**src/rtl/fetch_unit_pkg.sv**
```systemverilog
// Shared fetch-stage constants: address/instruction widths, buffer depth, reset PC.
// Imported by fetch_unit and fetch_fifo.
package fetch_unit_pkg;

  localparam int FETCH_PC_WIDTH    = 14;
  localparam int FETCH_INSTR_WIDTH = 32;
  localparam int FETCH_DEPTH       = 2;
  localparam int FETCH_RESET_PC    = 0;
  localparam int PC_INCREMENT      = 4;

endpackage

```
**src/rtl/fetch_fifo.sv**
```systemverilog
// DEPTH-entry synchronous FIFO holding {pc, instruction} pairs for the fetch stage.
// Flush wins over push; storage is zeroed on reset so the head reads 0 afterwards.
module fetch_fifo
  import fetch_unit_pkg::*;
#(
  parameter int DEPTH = FETCH_DEPTH,
  parameter int WIDTH = FETCH_PC_WIDTH + FETCH_INSTR_WIDTH
) (
  input  logic                     clock,
  input  logic                     reset,
  input  logic                     push,
  input  logic                     pop,
  input  logic                     flush,
  input  logic [WIDTH-1:0]         push_data,
  output logic [$clog2(DEPTH):0]   count,
  output logic [WIDTH-1:0]         head
);

  localparam int AW = $clog2(DEPTH);

  logic [WIDTH-1:0] entries [DEPTH];
  logic [AW-1:0]    rd_ptr;
  logic [AW-1:0]    wr_ptr;

  // DEPTH is a power of two, so pointers wrap by natural overflow.
  always_ff @(posedge clock) begin
    if (reset) begin
      rd_ptr <= '0;
      wr_ptr <= '0;
      count  <= '0;
      for (int i = 0; i < DEPTH; i++) begin
        entries[i] <= '0;
      end
    end else if (flush) begin
      rd_ptr <= '0;
      wr_ptr <= '0;
      count  <= '0;
    end else begin
      if (push) begin
        entries[wr_ptr] <= push_data;
        wr_ptr          <= wr_ptr + 1'b1;
      end
      if (pop) begin
        rd_ptr <= rd_ptr + 1'b1;
      end
      case ({push, pop})
        2'b10:   count <= count + 1'b1;
        2'b01:   count <= count - 1'b1;
        default: count <= count;
      endcase
    end
  end

  assign head = entries[rd_ptr];

endmodule

```
**src/rtl/fetch_unit.sv**
```systemverilog
// Instruction fetch stage: PC, RAM read issue, response buffering and redirect flush.
// Optional macro FETCH_STATS_EN adds stat_fetched / stat_flushed counters.
module fetch_unit
  import fetch_unit_pkg::*;
#(
  parameter int                  PC_WIDTH    = FETCH_PC_WIDTH,
  parameter int                  INSTR_WIDTH = FETCH_INSTR_WIDTH,
  parameter int                  DEPTH       = FETCH_DEPTH,
  parameter logic [PC_WIDTH-1:0] RESET_PC    = PC_WIDTH'(FETCH_RESET_PC)
) (
  input  logic                   clock,
  input  logic                   reset,
  input  logic                   redirect_valid,
  input  logic [PC_WIDTH-1:0]    redirect_pc,
  output logic                   mem_rd_en,
  output logic [PC_WIDTH-1:0]    mem_addr,
  input  logic [INSTR_WIDTH-1:0] mem_rdata,
  output logic                   out_Valid,
  input  logic                   in_Ready,
  output logic [INSTR_WIDTH-1:0] out_Instruction,
  output logic [PC_WIDTH-1:0]    out_Pc,
  output logic [PC_WIDTH-1:0]    pc
`ifdef FETCH_STATS_EN
  ,
  output logic [31:0]            stat_fetched,
  output logic [15:0]            stat_flushed
`endif
);

  localparam int CW = $clog2(DEPTH) + 1;
  localparam int OW = CW + 1;

  logic                         inflight_q;
  logic                         kill_q;
  logic [PC_WIDTH-1:0]          inflight_pc_q;
  logic [CW-1:0]                fifo_count;
  logic [PC_WIDTH+INSTR_WIDTH-1:0] fifo_head;
  logic                         deq;
  logic                         push;
  logic [OW-1:0]                occupancy;

  // Slots already committed (buffered + in flight) after this cycle's dequeue.
  assign out_Valid = (fifo_count != '0) && !redirect_valid;
  assign deq       = out_Valid && in_Ready;
  assign occupancy = {1'b0, fifo_count} + OW'(inflight_q) - OW'(deq);
  assign mem_rd_en = !reset && !redirect_valid && (occupancy < OW'(DEPTH));
  assign mem_addr  = pc;
  assign push      = inflight_q && !kill_q;

  assign {out_Pc, out_Instruction} = fifo_head;

  always_ff @(posedge clock) begin
    if (reset) begin
      pc            <= RESET_PC;
      inflight_q    <= 1'b0;
      inflight_pc_q <= '0;
      kill_q        <= 1'b0;
    end else begin
      inflight_q    <= mem_rd_en;
      inflight_pc_q <= pc;
      kill_q        <= redirect_valid;
      if (redirect_valid) begin
        pc <= redirect_pc & ~(PC_WIDTH'(3));
      end else if (mem_rd_en) begin
        pc <= pc + PC_WIDTH'(PC_INCREMENT);
      end
    end
  end

  fetch_fifo #(
    .DEPTH (DEPTH),
    .WIDTH (PC_WIDTH + INSTR_WIDTH)
  ) u_fifo (
    .clock     (clock),
    .reset     (reset),
    .push      (push),
    .pop       (deq),
    .flush     (redirect_valid),
    .push_data ({inflight_pc_q, mem_rdata}),
    .count     (fifo_count),
    .head      (fifo_head)
  );

`ifdef FETCH_STATS_EN
  // A redirect counts as a flush only when it throws away buffered or in-flight work.
  always_ff @(posedge clock) begin
    if (reset) begin
      stat_fetched <= '0;
      stat_flushed <= '0;
    end else begin
      if (deq) begin
        stat_fetched <= stat_fetched + 32'd1;
      end
      if (redirect_valid && ((fifo_count != '0) || inflight_q)) begin
        stat_flushed <= stat_flushed + 16'd1;
      end
    end
  end
`else
  // Statistics counters are compiled out in this build.
`endif

endmodule
```
**config.mk**
```make
export PLATFORM = sky130hd
export DESIGN_NAME = fetch_unit
export DESIGN_NICKNAME = d
export VERILOG_FILES = /design/src/rtl/fetch_unit_pkg.sv /design/src/rtl/fetch_fifo.sv /design/src/rtl/fetch_unit.sv
export SDC_FILE = /design/constraint.sdc
export NUM_CORES = 1
export LEC_CHECK = 0
export ABC_CLOCK_PERIOD_IN_PS = 6100
export CORE_ASPECT_RATIO = 0.8
export CORE_UTILIZATION = 40
export DETAILED_ROUTE_END_ITERATION = 7
export MAX_ROUTING_LAYER = met4
export PLACE_DENSITY = 0.67
export SLEW_MARGIN = 20
export SYNTH_ARGS = -nofsm -noshare
export SYNTH_HDL_FRONTEND = slang
export SYNTH_SLANG_ARGS = --single-unit
```
**constraint.sdc**
```tcl
create_clock -name clock -period 6.1 [get_ports clock]
set_input_delay 1.83 -clock clock [delete_from_list [all_inputs] [get_ports clock]]
set_output_delay 1.83 -clock clock [all_outputs]
set_load 0.01 [all_outputs]
```
======== Word level (Yosys, flattened, before mapping) ========
Memory sizes are Yosys's and may differ from the RTL's. A register that Yosys moved wholly into a read port is not among the register bits.
Cells that the tools add are included.
word-level totals
  memories ................................ 1
  RAM bits ................................ 92
  bits in registers ....................... 34
  logic and storage cells ................. 46
  input port bits ......................... 50
memories
  memory          words  bits a word  read ports  clocked after memory_dff  wr ports  RTL line          text
  u_fifo.entries  2      46           1           1                         2         fetch_fifo.sv:21  logic [WIDTH-1:0] entries [DEPTH];
operators by class
  order comparisons ....................... 1
  reductions and logical operators ........ 13
  equality and inequality tests ........... 2
  add/sub/neg operators ................... 7
  muxes and demuxes ....................... 14
operators with widths
  kind                                                        number
  two-way mux 46 bit                                          1
  OR reduction 46 bit                                         1
  two-way mux 14 bit                                          2
  adder 14 x 3 -> 14 bit, second input constant               1
  two-way mux 1 bit                                           10
  nonzero test 2 bit                                          3
  logical AND 1 bit                                           5
  case mux 2 bit (2 select lines)                             1
  adder 2 x 1 -> 3 bit                                        1
  logical NOT 1 bit                                           3
  less-than comparator 3 x 2 -> 1 bit, second input constant  1
  subtractor 3 x 1 -> 3 bit                                   1
  adder 1 bit, second input constant                          2
  adder 2 x 1 -> 2 bit, second input constant                 1
  equality test 2 x 1 -> 1 bit, second input constant         1
  equality test 2 bit, second input constant                  1
  OR reduction 2 bit                                          1
  subtractor 2 x 1 -> 2 bit, second input constant            1

======== Depth between registers and ports, before layout ========
  word-level depth ........................ 8
  gate-level depth with buffers ........... 12
  depth with buffers taken out ............ 10

======== Cells and area by module ========
A second synthesis with hierarchy kept.
unflattened totals
  cells, all modules ...................... 420
  area total of the unflattened synthesis .. 5529.1 sq um
by module, submodules not included
  module      area each (sq um)  cells each  sequential area each (sq um)  times used
  fetch_fifo  4259.1             280         2862.7                        1
  fetch_unit  1270.0             140         520.5                         1

======== Least setup slack after synthesis ========
Ideal clock, no wire load.
  path type ............................... input -> output
  start ................................... input port redirect_valid
  end ..................................... output port mem_rd_en
  data arrival time ....................... 3929 ps
  stages .................................. 10
  setup slack ............................. 341 ps
  cells stage by stage .................... buf_2 > o21ba_2 > and2_1 > ha_1 > nand2b_1 > fa_1 > nor3b_4 > nand2_2 > inv_1 > buf_2
between the ends
  longest elaborated chain between the ends .. 6
RTL lines
  item                                 RTL line          text
  from (decl)                          fetch_unit.sv:13  input logic redirect_valid,
  logical NOT 1 bit                    fetch_unit.sv:43  assign out_Valid = (fifo_count != '0) && !redirect_valid;
  logical AND 1 bit                    fetch_unit.sv:43
  net out_Valid                        fetch_unit.sv:18  output logic out_Valid,
  logical AND 1 bit                    fetch_unit.sv:44  assign deq = out_Valid && in_Ready;
  net deq                              fetch_unit.sv:38  logic deq;
  subtractor 3 x 1 -> 3 bit            fetch_unit.sv:45  assign occupancy = {1'b0, fifo_count} + OW'(inflight_q) - OW'(deq);
  less-than comparator 3 x 2 -> 1 bit  fetch_unit.sv:46  assign mem_rd_en = !reset && !redirect_valid && (occupancy < OW'(DEPTH));
  logical AND 1 bit                    fetch_unit.sv:46
  to (decl)                            fetch_unit.sv:15  output logic mem_rd_en,
The timed path passes the listed nets, and every way through them passes these cells.

======== Worst setup path after layout ========
  start ................................... input port redirect_valid
  end ..................................... output port mem_rd_en
between the ends
  longest elaborated chain between the ends .. 6
RTL lines
  item                                 RTL line
  logical NOT 1 bit                    fetch_unit.sv:43
  logical AND 1 bit                    fetch_unit.sv:43
  logical AND 1 bit                    fetch_unit.sv:44
  net deq                              fetch_unit.sv:38
  subtractor 3 x 1 -> 3 bit            fetch_unit.sv:45
  less-than comparator 3 x 2 -> 1 bit  fetch_unit.sv:46
  logical AND 1 bit                    fetch_unit.sv:46
The timed path passes the listed nets, and every way through them passes these cells.

==> reports/qor.txt <==
DRC errors left: 0
initial antenna violation count: 0
final core occ: 0.554
WP data arrival: 4.07 ns
Synth Instances: 411
placed cell areas: 0.00657 mm²
postcts setup bufs: 0
min-delay worst type: reg -> reg
# hold bufs at CTS: 0
first-pass GRT wire length: 17300 µm
Starting Density: 0.412
Max Fclk: 169 MHz
Vias/cell: 4.90
Die Span X: 131 µm
sequential fraction of the synthesis area: 0.616
Yosys top cell by area: edfxtp_1
post-synthesis cell area: 0.00530 mm²
first-pass detailed-route iteration total: 4
die area: 0.0137 mm²
core area: 0.0129 mm²
PD cells: 288 mW/mm²
Setup Skew: 0.00825 ns
Worst-Skew Late Latency: 0.41 ns
CTS root buf: clkbuf_16
input/output buffers: 117
CTS Buf Count: 17
Crit path required time: 4.27 ns
routed len/inst: 15.7 µm
VDD IR max: 0.214 mV
EDFF count, synth: 88
Syn. warnings: 0
CP Max Fanout: 2
Crit Path Class: in -> out
Syn Area/Cell: 12.9 µm²
clock sink count: 119
RSZ-0062 raised after global routing: no
# diodes: 0
final setup violating endpoints: 0
Post-Route WL: 11200 µm
Final period util: 0.968
static leakage: 0.00268 µW
Slew @ Worst Pin: 0.822 ns
Slew headroom: 0.450
Final Hold Vio Count: 0
grt total ovfl: 0
Async S/R FF share, synth: 0
nature of the critical path startpoint: primary input
DRT iter0 DRCs: 219
post-DP HPWL: 7020 µm
Layout Nets: 578
height of the die: 105 µm
post-synthesis register bit count: 119
largest cells by area after synthesis: edfxtp_1 50%, dfxtp_1 12%, and2_1 11%
vias post-DR: 3491
vias in the first global route: 3461
outcome: finished, final reports clean
share of the synthesized area in the top cell type: 0.499
CTS tree: done
max-cap viol count: 0
Final Hold Slack: 0.514 ns
# rows: 37
share of layout cells above drive strength 1: 0.182
Final ANT Viol Nets: 0
IO Pins: 126
post-synth cell types: 49
Clk pin slew, worst setup/hold paths: 0.06 ns
Total GRT Usage: 0.174
CP Capture Type: output port
final slew viol count: 0
clock buffer depth: 2
setup TNS: 0 ns
Primary FF master, synth: edfxtp_1
pin count of the biggest net entering global routing: 46
shortest period the worst path allows: 5.90 ns
CTS H-tree lvls: 4
routability cong.: 0.805
area grow syn2layout: 34.7%
fin area: 0.00713 mm²
## stage by stage
stage	power (µW)	setup slack [ns]	instances
3_5_place_dp	1120	-0.224	680
6_report	2050	0.195	712
5_1_grt	2120	0.0640	712
2_1_floorplan	1020	0.341	416
3_3_place_gp	1110	-0.177	680
4_1_cts	2070	0.0301	712
## cells in the final DEF, fill, tap and decap left out, types with 2 or more instances in the layout
master and count:
a32oi_1 3, nand3_1 9, bufinv_16 2, nor3_1 9, inv_1 11, clkbuf_8 2
o22ai_1 2, a21oi_1 4, clkdlybuf4s50_1 116, dfxtp_1 30, o21bai_1 2, o21ai_0 2
nor2b_1 6, clkbuf_16 17, xnor2_1 6, a22oi_1 3, nand2_1 17, or2_2 2
clkinv_2 6, edfxtp_1 88, nor2_1 12, ha_1 3, conb_1 6, and2_1 89
clkbuf_1 3, buf_4 11, o21ba_2 2, mux2_2 45
## final cells by class
type / instances / area, µm²
Fill cell: 1093 / 5740
Sequential cell: 119 / 3270
Multi-Input combinational cell: 246 / 1790
Timing Repair Buffer: 128 / 1250
Clock buffer: 22 / 464
Tap cell: 175 / 219
Clock inverter: 10 / 104
Inverter: 12 / 45.0
## cells in the mapped netlist, types with 6 or more instances
master,count
and2_1,89
buf_4,18
clkbuf_1,12
dfxtp_1,31
edfxtp_1,88
inv_1,11
mux2_2,45
nand2_1,17
nand3_1,9
nor2_1,13
nor2b_1,6
nor3_1,9
xnor2_1,6
## registers in the layout, indices dropped and copies added, names as in the netlist, named ones only
name,cells
inflight_pc_q,12
u_fifo.entries,88
u_fifo.wr_ptr,1
kill_q,1
mem_addr,12
u_fifo.rd_ptr,1
u_fifo.count,2
inflight_q,1
## worst max-delay path, stage by stage
cell and delay (ns):
clkdlybuf4s50_1 0.47, o21ba_2 0.16, and2_1 0.17, ha_1 0.27
nand2b_1 0.15, fa_1 0.51, nor3b_4 0.22, nand2_2 0.08
inv_1 0.08, clkbuf_2 0.13
## logic make-up after synthesis
group | synth area share
AND/OR/NAND/NOR | 0.167
buffers and inverters | 0.0529
multiplexers | 0.0957
XOR/XNOR | 0.0146
adder cells (fa/ha/maj) | 0.0109
other | 0.000708
AO/OA/AOI/OAI | 0.0425
flip-flops | 0.616
## what timing repair did
| action | in CTS | in global routing |
|---|---|---|
| endpoints found under the setup margin | 1 | 1 |
| pin swaps | 0 | 0 |
| gates resized for setup | 1 | 2 |
| endpoints found under the hold margin | 0 | 0 |
## final timing paths
path	start	slack (ns)	end	cells after the start
worst min-delay path	inflight_pc_q[10]$_SDFF_PP0_	0.51	u_fifo.entries[0][42]$_SDFFCE_PN0P_	1
worst min register to register	inflight_pc_q[10]$_SDFF_PP0_	0.51	u_fifo.entries[0][42]$_SDFFCE_PN0P_	1
worst max register to register	u_fifo.count[1]$_SDFFE_PN0P_	3.30	mem_addr[8]$_SDFFE_PP0P_	10
worst max-delay path	redirect_valid	0.20	mem_rd_en	10
## layer usage
layer	GRT usage	wire [µm]	vias up
met5	-	0	-
met4	0.0813	221	0
met3	0.0399	591	18
met2	0.275	5360	110
met1	0.211	5010	1724
li1	-	-	1639
## report_power, final
part | total, µW | internal [µW] | leakage [µW] | switching, µW
clock | 953 | 618 | 0.000284 | 336
sequential | 923 | 903 | 0.00117 | 19.9
combinational | 177 | 100 | 0.00122 | 77.2
total | 2050 | 1620 | 0.00268 | 433
Note: power is estimated with default switching activity, not from simulation.
